[src/rtl/wb_arbiter_pkg.sv]
// Shared types and constants for the register-file write-back arbiter.
package wb_arbiter_pkg;

  localparam int unsigned XLEN       = 32;
  localparam int unsigned REG_ADDR_W = 5;
  localparam logic [REG_ADDR_W-1:0] REG_ZERO = 5'd0;

  // One register-file write request
  typedef struct packed {
    logic [REG_ADDR_W-1:0] rd;
    logic [XLEN-1:0]       data;
  } wb_req_t;

endpackage

[src/rtl/wb_ld_fifo.sv]
// Load-result FIFO: in-order buffer of write requests with per-entry
// valid/rd taps so the top level can build a busy mask.
module wb_ld_fifo
  import wb_arbiter_pkg::*;
#(
  parameter int unsigned DEPTH = 2
) (
  input  logic                  clk_i,
  input  logic                  rst_ni,
  input  logic                  push_i,
  input  wb_req_t               push_req_i,
  input  logic                  pop_i,
  output logic                  full_o,
  output logic                  empty_o,
  output wb_req_t               head_o,
  output logic [DEPTH-1:0]      ent_valid_o,
  output logic [REG_ADDR_W-1:0] ent_rd_o [DEPTH]
);

  localparam int unsigned PTR_W = (DEPTH > 1) ? $clog2(DEPTH) : 1;
  localparam int unsigned CNT_W = $clog2(DEPTH + 1);

  wb_req_t           mem_q   [DEPTH];
  wb_req_t           mem_d   [DEPTH];
  logic [DEPTH-1:0]  valid_q, valid_d;
  logic [PTR_W-1:0]  rptr_q, rptr_d;
  logic [PTR_W-1:0]  wptr_q, wptr_d;
  logic [CNT_W-1:0]  count_q, count_d;

  assign full_o  = (count_q == CNT_W'(DEPTH));
  assign empty_o = (count_q == '0);
  assign head_o  = mem_q[rptr_q];
  assign ent_valid_o = valid_q;

  // Per-entry rd taps
  always_comb begin
    for (int unsigned i = 0; i < DEPTH; i++) begin
      ent_rd_o[i] = mem_q[i].rd;
    end
  end

  // Next-state: pointers wrap modulo DEPTH; push+pop leaves count unchanged
  always_comb begin
    mem_d   = mem_q;
    valid_d = valid_q;
    rptr_d  = rptr_q;
    wptr_d  = wptr_q;
    count_d = count_q;
    if (pop_i && !empty_o) begin
      valid_d[rptr_q] = 1'b0;
      rptr_d = (rptr_q == PTR_W'(DEPTH - 1)) ? '0 : rptr_q + 1'b1;
    end
    if (push_i && !full_o) begin
      mem_d[wptr_q]   = push_req_i;
      valid_d[wptr_q] = 1'b1;
      wptr_d = (wptr_q == PTR_W'(DEPTH - 1)) ? '0 : wptr_q + 1'b1;
    end
    case ({push_i && !full_o, pop_i && !empty_o})
      2'b10:   count_d = count_q + 1'b1;
      2'b01:   count_d = count_q - 1'b1;
      default: count_d = count_q;
    endcase
  end

  // FIFO state register; reset discards all buffered entries
  always_ff @(posedge clk_i or negedge rst_ni) begin
    if (!rst_ni) begin
      for (int unsigned i = 0; i < DEPTH; i++) begin
        mem_q[i] <= '0;
      end
      valid_q <= '0;
      rptr_q  <= '0;
      wptr_q  <= '0;
      count_q <= '0;
    end else begin
      mem_q   <= mem_d;
      valid_q <= valid_d;
      rptr_q  <= rptr_d;
      wptr_q  <= wptr_d;
      count_q <= count_d;
    end
  end

endmodule

[src/rtl/wb_arbiter.sv]
// Write-back arbiter: merges ALU results and buffered load results onto a
// single registered register-file write port. ALU wins unless the load
// FIFO is full. Optional bypass outputs enabled by macro WB_BYPASS_EN.
module wb_arbiter
  import wb_arbiter_pkg::*;
#(
  parameter int unsigned LD_DEPTH = 2
) (
  input  logic                  clk,
  input  logic                  rst,
  input  logic                  alu_valid,
  output logic                  alu_ready,
  input  logic [REG_ADDR_W-1:0] alu_rd,
  input  logic [XLEN-1:0]       alu_data,
  input  logic                  ld_valid,
  output logic                  ld_ready,
  input  logic [REG_ADDR_W-1:0] ld_rd,
  input  logic [XLEN-1:0]       ld_data,
  output logic                  we,
  output logic [REG_ADDR_W-1:0] rd_addr,
  output logic [XLEN-1:0]       rd_data_in,
  input  logic [REG_ADDR_W-1:0] rs1_addr,
  input  logic [REG_ADDR_W-1:0] rs2_addr,
  output logic                  rs1_fwd_hit,
  output logic                  rs2_fwd_hit,
  output logic [XLEN-1:0]       rs1_fwd_data,
  output logic [XLEN-1:0]       rs2_fwd_data,
  output logic [XLEN-1:0]       busy_mask
);

  logic                  fifo_full, fifo_empty;
  wb_req_t               fifo_head;
  logic [LD_DEPTH-1:0]   ent_valid;
  logic [REG_ADDR_W-1:0] ent_rd [LD_DEPTH];

  logic    alu_xfer, ld_push, ld_pop, win_valid;
  wb_req_t win;

  logic                  we_q, we_d;
  logic [REG_ADDR_W-1:0] rd_addr_q, rd_addr_d;
  logic [XLEN-1:0]       rd_data_q, rd_data_d;

  assign alu_ready = !fifo_full;
  assign ld_ready  = !fifo_full;
  assign alu_xfer  = alu_valid && alu_ready;
  assign ld_push   = ld_valid && ld_ready;
  assign ld_pop    = fifo_full || (!alu_xfer && !fifo_empty);

  wb_ld_fifo #(
    .DEPTH (LD_DEPTH)
  ) u_ld_fifo (
    .clk_i       (clk),
    .rst_ni      (rst),
    .push_i      (ld_push),
    .push_req_i  ('{rd: ld_rd, data: ld_data}),
    .pop_i       (ld_pop),
    .full_o      (fifo_full),
    .empty_o     (fifo_empty),
    .head_o      (fifo_head),
    .ent_valid_o (ent_valid),
    .ent_rd_o    (ent_rd)
  );

  // Winner select; an rd=0 winner is consumed without a write and the
  // address/data registers keep their last written values
  always_comb begin
    win_valid = alu_xfer || ld_pop;
    win       = alu_xfer ? wb_req_t'{rd: alu_rd, data: alu_data} : fifo_head;
    we_d      = win_valid && (win.rd != REG_ZERO);
    rd_addr_d = we_d ? win.rd   : rd_addr_q;
    rd_data_d = we_d ? win.data : rd_data_q;
  end

  // Registered write port
  always_ff @(posedge clk or negedge rst) begin
    if (!rst) begin
      we_q      <= 1'b0;
      rd_addr_q <= '0;
      rd_data_q <= '0;
    end else begin
      we_q      <= we_d;
      rd_addr_q <= rd_addr_d;
      rd_data_q <= rd_data_d;
    end
  end

  assign we         = we_q;
  assign rd_addr    = rd_addr_q;
  assign rd_data_in = rd_data_q;

  // Busy mask: OR-decode of buffered load destinations, x0 excluded
  always_comb begin
    busy_mask = '0;
    for (int unsigned i = 0; i < LD_DEPTH; i++) begin
      if (ent_valid[i] && (ent_rd[i] != REG_ZERO)) begin
        busy_mask[ent_rd[i]] = 1'b1;
      end
    end
  end

`ifdef WB_BYPASS_EN
  // Forward the value currently on the write port to decode
  always_comb begin
    rs1_fwd_hit  = we_q && (rd_addr_q != REG_ZERO) && (rd_addr_q == rs1_addr);
    rs2_fwd_hit  = we_q && (rd_addr_q != REG_ZERO) && (rd_addr_q == rs2_addr);
    rs1_fwd_data = rd_data_q;
    rs2_fwd_data = rd_data_q;
  end
`else
  logic unused_rs;
  assign unused_rs    = ^{rs1_addr, rs2_addr};
  assign rs1_fwd_hit  = 1'b0;
  assign rs2_fwd_hit  = 1'b0;
  assign rs1_fwd_data = '0;
  assign rs2_fwd_data = '0;
`endif

endmodule
[config.mk]
export PLATFORM = sky130hd
export DESIGN_NAME = wb_arbiter
export DESIGN_NICKNAME = d
export VERILOG_FILES = /design/src/rtl/wb_arbiter_pkg.sv /design/src/rtl/wb_ld_fifo.sv /design/src/rtl/wb_arbiter.sv
export SDC_FILE = /design/constraint.sdc
export NUM_CORES = 1
export LEC_CHECK = 0
export CORE_ASPECT_RATIO = 2
export CORE_UTILIZATION = 49
export CTS_BUF_LIST = sky130_fd_sc_hd__clkbuf_16
export CTS_CLUSTER_SIZE = 16
export DETAILED_ROUTE_END_ITERATION = 8
export PLACE_DENSITY = 0.86
export SETUP_SLACK_MARGIN = 0.4
export SLEW_MARGIN = 20
export SYNTH_ARGS = -nofsm -noshare
export SYNTH_HDL_FRONTEND = slang
export SYNTH_SLANG_ARGS = --single-unit
export TNS_END_PERCENT = 100
[constraint.sdc]
create_clock -name clk -period 3.9 [get_ports clk]
set_input_delay 0.78 -clock clk [delete_from_list [all_inputs] [get_ports clk]]
set_output_delay 0.78 -clock clk [all_outputs]
set_load 0.01 [all_outputs]
* Yosys cells after proc, flatten, opt, wreduce, memory -nomap -nowiden
Index checks and enable logic that the tools add are counted.
Widths: inputs -> output; s select.
** Word-level totals
- Register bits after elaboration :: 118
- Bits of input ports :: 88
- Logic and storage cells :: 80
** Operators by class
- Add/sub/neg operators :: 4
- $lt $le $gt $ge :: 11
- Equality and inequality tests :: 3
- Multiplexer cells :: 22
- Bitwise gates (word level) :: 6
- Reductions and logical operators :: 23
** Operators with widths (number)
- $mux 37 :: 5
- $bwmux 74 :: 1
- $mux 32 :: 2
- $demux 37 s1 :: 1
- $or 32x32->32 :: 1
- $reduce_bool 5->1 :: 3
- $logic_and 1x1->1 :: 13
- $lt 5x6->1 const B :: 2
- $demux 1 s5 :: 2
- $ge 5x1->1 const B :: 2
- $mux 1 :: 6
- $eq 2x2->1 const B :: 2
- $ge 2x2->1 const B :: 2
- $lt 1x2->1 const B :: 2
- $mux 2 :: 2
- $not 1->2 :: 2
- $pmux 2 s2 :: 1
- $logic_not 1->1 :: 3
- $add 1x1->1 const B :: 2
- $add 2x1->2 const B :: 1
- $and 2x2->2 :: 1
- $demux 1 s1 :: 2
- $eq 2x1->1 const B :: 1
- $ge 1x1->1 const B :: 2
- other kinds (7) :: 8

* Depth between registers and ports, before layout
- Word-level depth :: 10
- Mapped depth :: 7
- Depth with buffers taken out :: 7

* Hierarchy
A second synthesis with hierarchy kept.
** Unflattened totals
- Cells, all modules :: 537
- Area total of the unflattened synthesis :: 6683.9 µm²
** By module, submodules not included
- wb_ld_fifo :: times used 1, cells an instance 232, area an instance 3771.1 µm², seq. area each 2001.9 µm²
- wb_arbiter :: times used 1, cells an instance 305, area an instance 2912.8 µm², seq. area each 950.9 µm²

* Worst setup path after synthesis
No wires, ideal clock.
- Path kind :: input to register
- Start point :: input alu_rd[2]
- End point :: register rd_data_q[10], in the netlist rd_data_in[10]
- Arrival time :: 2159 ps
- Data required time :: 3775 ps
- Slack :: 1616 ps
- Stages :: 5
- Cell sequence :: or4_4 -> o41ai_4 -> a21oi_4 -> buf_6 -> mux2_4
** Between the ends
- Cells in the longest elaborated chain, start to end :: 3
** Ends and longest elaborated chain
- start: declaration :: RTL line wb_arbiter.sv:13 : input logic [REG_ADDR_W-1:0] alu_rd,
- $mux 37 :: RTL line wb_arbiter.sv:68 : win = alu_xfer ? wb_req_t'{rd: alu_rd, data: alu_data} : fifo_head;
- $reduce_bool 5->1 :: RTL line wb_arbiter.sv:69 : we_d = win_valid && (win.rd != REG_ZERO);
- $logic_and 1x1->1 :: RTL line wb_arbiter.sv:69
- end signal: assignment :: RTL line wb_arbiter.sv:83 : rd_data_q <= rd_data_d;
- end: declaration :: RTL line wb_arbiter.sv:41 : logic [XLEN-1:0] rd_data_q, rd_data_d;
No other way between the ends.
A chain may end at the register's enable or synchronous reset.

* Worst setup path after layout
- Start point :: register u_ld_fifo.count_q[0]
- End point :: output ld_ready
** Between the ends
- Cells in the longest elaborated chain, start to end :: 2
** Ends and longest elaborated chain
- start: declaration :: RTL line wb_ld_fifo.sv:28 : logic [CNT_W-1:0] count_q, count_d;
- start signal: assignment :: RTL line wb_ld_fifo.sv:80 : count_q <= count_d;
- $eq 2x2->1 :: RTL line wb_ld_fifo.sv:30 : assign full_o = (count_q == CNT_W'(DEPTH));
- $logic_not 1->1 :: RTL line wb_arbiter.sv:44 : assign ld_ready = !fifo_full;
- end: declaration :: RTL line wb_arbiter.sv:16 : output logic ld_ready,
No other way between the ends.

==> results.json <==
{
  "status": "complete, no violations",
  "drt-initial-drc-count": 249,
  "power_mw": 7.04,
  "place.gp.congestion": 0.912,
  "rows": 58,
  "setup_tns_ps": 0,
  "grt_max_degree": 65,
  "drive_gt1_share_pct": 22.5,
  "first_global_vias": 5028,
  "worstMarginPinSlew_ps": 811,
  "drcViolationCount": 0,
  "clock-sinks": 118,
  "synth_area_leaders": "dfrtp_1 (46%), mux2_2 (13%), buf_4 (8.4%)",
  "antennaDiodeCount": 0,
  "reg2reg_slack_ps": 1130,
  "place_inst": 815,
  "reg2reg_depth": 6,
  "clk_pin_slew_ps": 50,
  "cts_tree": "built",
  "wl_per_cell_um": 19.2,
  "synth-seq-cells": 118,
  "die_h_um": 164,
  "synth_top_area_cell": "dfrtp_1",
  "initial_utilization_pct": 50.7,
  "pwr_density_cell_mw_per_mm2": 853,
  "min_path_type": "in -> async",
  "syn_inst": 543,
  "setup_viol": 0,
  "maxCapViolCount": 0,
  "cts_resized": 0,
  "cts_buffers": 17,
  "timing.final.crit_share_pct": 82.6,
  "clk_path_buf_depth": 2,
  "slew_headroom_pct": 45.9,
  "insertion_delay_ps": 400,
  "slew_viol_final": 0,
  "hold_viol": 0,
  "h-tree-depth": 4,
  "rsz0062_at_grt": "no",
  "clock.fmax_ghz": 0.310,
  "grt_pass1_wl_um": 25200,
  "p_leak_nw": 3.61,
  "vias": 4710,
  "ir_drop_uv": 449,
  "die_w_um": 82.8,
  "cts_hold_buf": 0,
  "yosys.area.top_type_share_pct": 46.1,
  "hold_slack_ps": 458,
  "area_growth_pct": 28.9,
  "reg2reg_to": "rd_data_in[21]",
  "placeableCoreArea_mm2": 0.0126,
  "required_ps": 3120,
  "ys_seq_area_share_pct": 46.1,
  "cts_setup_buffers": 0,
  "dieArea_mm2": 0.0136,
  "fin_skew_ps": 11.4,
  "yosysUniqueCellTypes": 44,
  "cp.arrival_ps": 2440,
  "cp-start-kind": "flop",
  "worstSetupEndpointType": "primary output",
  "io_pins": 226,
  "drt_pre_antenna_iters": 4,
  "clockRootBuffer": "clkbuf_16",
  "critical_path_class": "reg -> out",
  "layout.nets": 773,
  "r2r-start": "u_ld_fifo.count_q[0]",
  "io_buffers": 148,
  "ys.warnings.count": 0,
  "stdcell_count": 847,
  "viasPerCell": 5.56,
  "grt_overflow": 0,
  "dp_hpwl_um": 11900,
  "syn_area_per_cell_um2": 11.8,
  "antenna_found_initial": 0,
  "crit_fanout": 27,
  "fin_crit_ps": 3220,
  "wirelength_um": 16300,
  "grt_usage_pct": 24.1,
  "antenna_left": 0,
  "syn_area_mm2": 0.00640
}
Yosys cell counts, drive strengths merged:
master / count
xnor2: 4
or4: 1
o22ai: 31
or2: 1
or4b: 1
o41ai: 1
a21oi: 6
nand2b: 3
ha: 1
clkbuf: 17
o21ai: 38
a221oi: 1
nand3b: 5
nor2b: 5
and2b: 1
or3b: 2
mux2i: 36
nand4: 1
nor2: 6
nand2: 11
buf: 86
dfrtp: 118
mux2: 108
o31ai: 1
conb: 1
inv: 6
o32ai: 3
nand3: 43
nor3: 1
a22oi: 1
xor2: 1
or3: 2
state kept, by name, indices dropped and copies added (netlist names):
signal                 cells
rd_addr                    5
rd_data_in                32
u_ld_fifo.count_q          2
u_ld_fifo.ent_rd_o        10
u_ld_fifo.ent_valid_o      2
u_ld_fifo.mem_q           64
u_ld_fifo.rptr_q           1
u_ld_fifo.wptr_q           1
we                         1
logic make-up after synthesis:
family | Yosys count | synth area share [%]
muxes | 144 | 26.2
DFF | 118 | 46.1
buffers and inverters | 109 | 11.3
and+or+nand+nor | 83 | 7.23
AOI/OAI and AO/OA | 82 | 8.25
xor gates and xnor gates | 5 | 0.684
adders and majority gates | 1 | 0.195
other | 1 | 0.0586
critical path, cell delays in order, from the launching register on:
cell             delay [ps]
dfrtp_1                 450
and2b_2                 300
inv_2                   280
buf_4                   380
clkdlybuf4s50_1         610
layer usage:
layer / wire [um] / share of wire [%] / global-route usage (%)
met5: 0 / 0 / 0
met4: 809 / 5.0 / 16.2
met3: 710 / 4.4 / 4.35
met2: 9320 / 57 / 46.3
met1: 5450 / 33 / 22.7
power by group:
group	switching, mW	internal (mW)
combinational	1.44	1.78
clock	0.521	0.917
sequential	0.514	1.87
cells in the final DEF, fill, tap and decap left out, types with 3 or more instances in the layout:
cell type        instances
nor2b_1                  5
nand2b_1                 3
clkbuf_16               17
mux2i_1                 36
o21ai_1                  7
nand3_1                 42
buf_4                   12
o21ai_0                 31
clkinv_1                 4
o22ai_1                 31
a21oi_1                  5
dfrtp_1                117
mux2_4                  27
nand3b_1                 5
clkdlybuf4s50_1        146
mux2_2                  76
nor2_1                   4
nand2_1                 11
mux2_1                   5
clkinv_2                 4
conb_1                  67
inv_1                    8
xnor2_1                  4
area by class of cell:
cell class	instances	area, um^2
inverters	6	22.5
clock inverters	15	123
flip-flops and latches	118	2950
clock buffers	17	425
repair buffers	159	1560
multi-input cells	382	2980
well taps	150	188
fillers	983	4380
worst max path at each step:
| stage | from | endpoint | slack [ps] | depth (start not counted) |
|---|---|---|---|---|
| 6_report | u_ld_fifo.count_q[0] | ld_ready | 680 | 4 |
| 5_1_grt | u_ld_fifo.count_q[0] | ld_ready | 600 | 4 |
| 4_1_cts | u_ld_fifo.count_q[0] | ld_ready | 680 | 4 |
| 3_5_place_dp | alu_valid | rd_data_in[22] | 710 | 6 |
| 3_3_place_gp | alu_valid | rd_data_in[21] | 810 | 6 |
| 2_1_floorplan | alu_rd[2] | rd_data_in[10] | 1620 | 5 |
per-stage QoR:
| stage | area, um^2 | utilization, % | setup WS, ps |
|---|---|---|---|
| after global routing | 8250 | 65.3 | 601 |
| after CTS | 8250 | 65.3 | 685 |
| after global placement | 7700 | 61.0 | 808 |
| final | 8250 | 65.3 | 678 |
| after detailed placement | 7700 | 61.0 | 706 |
| after floorplan | 6650 | - | 1620 |
Note: power is estimated with default switching activity, not from simulation.
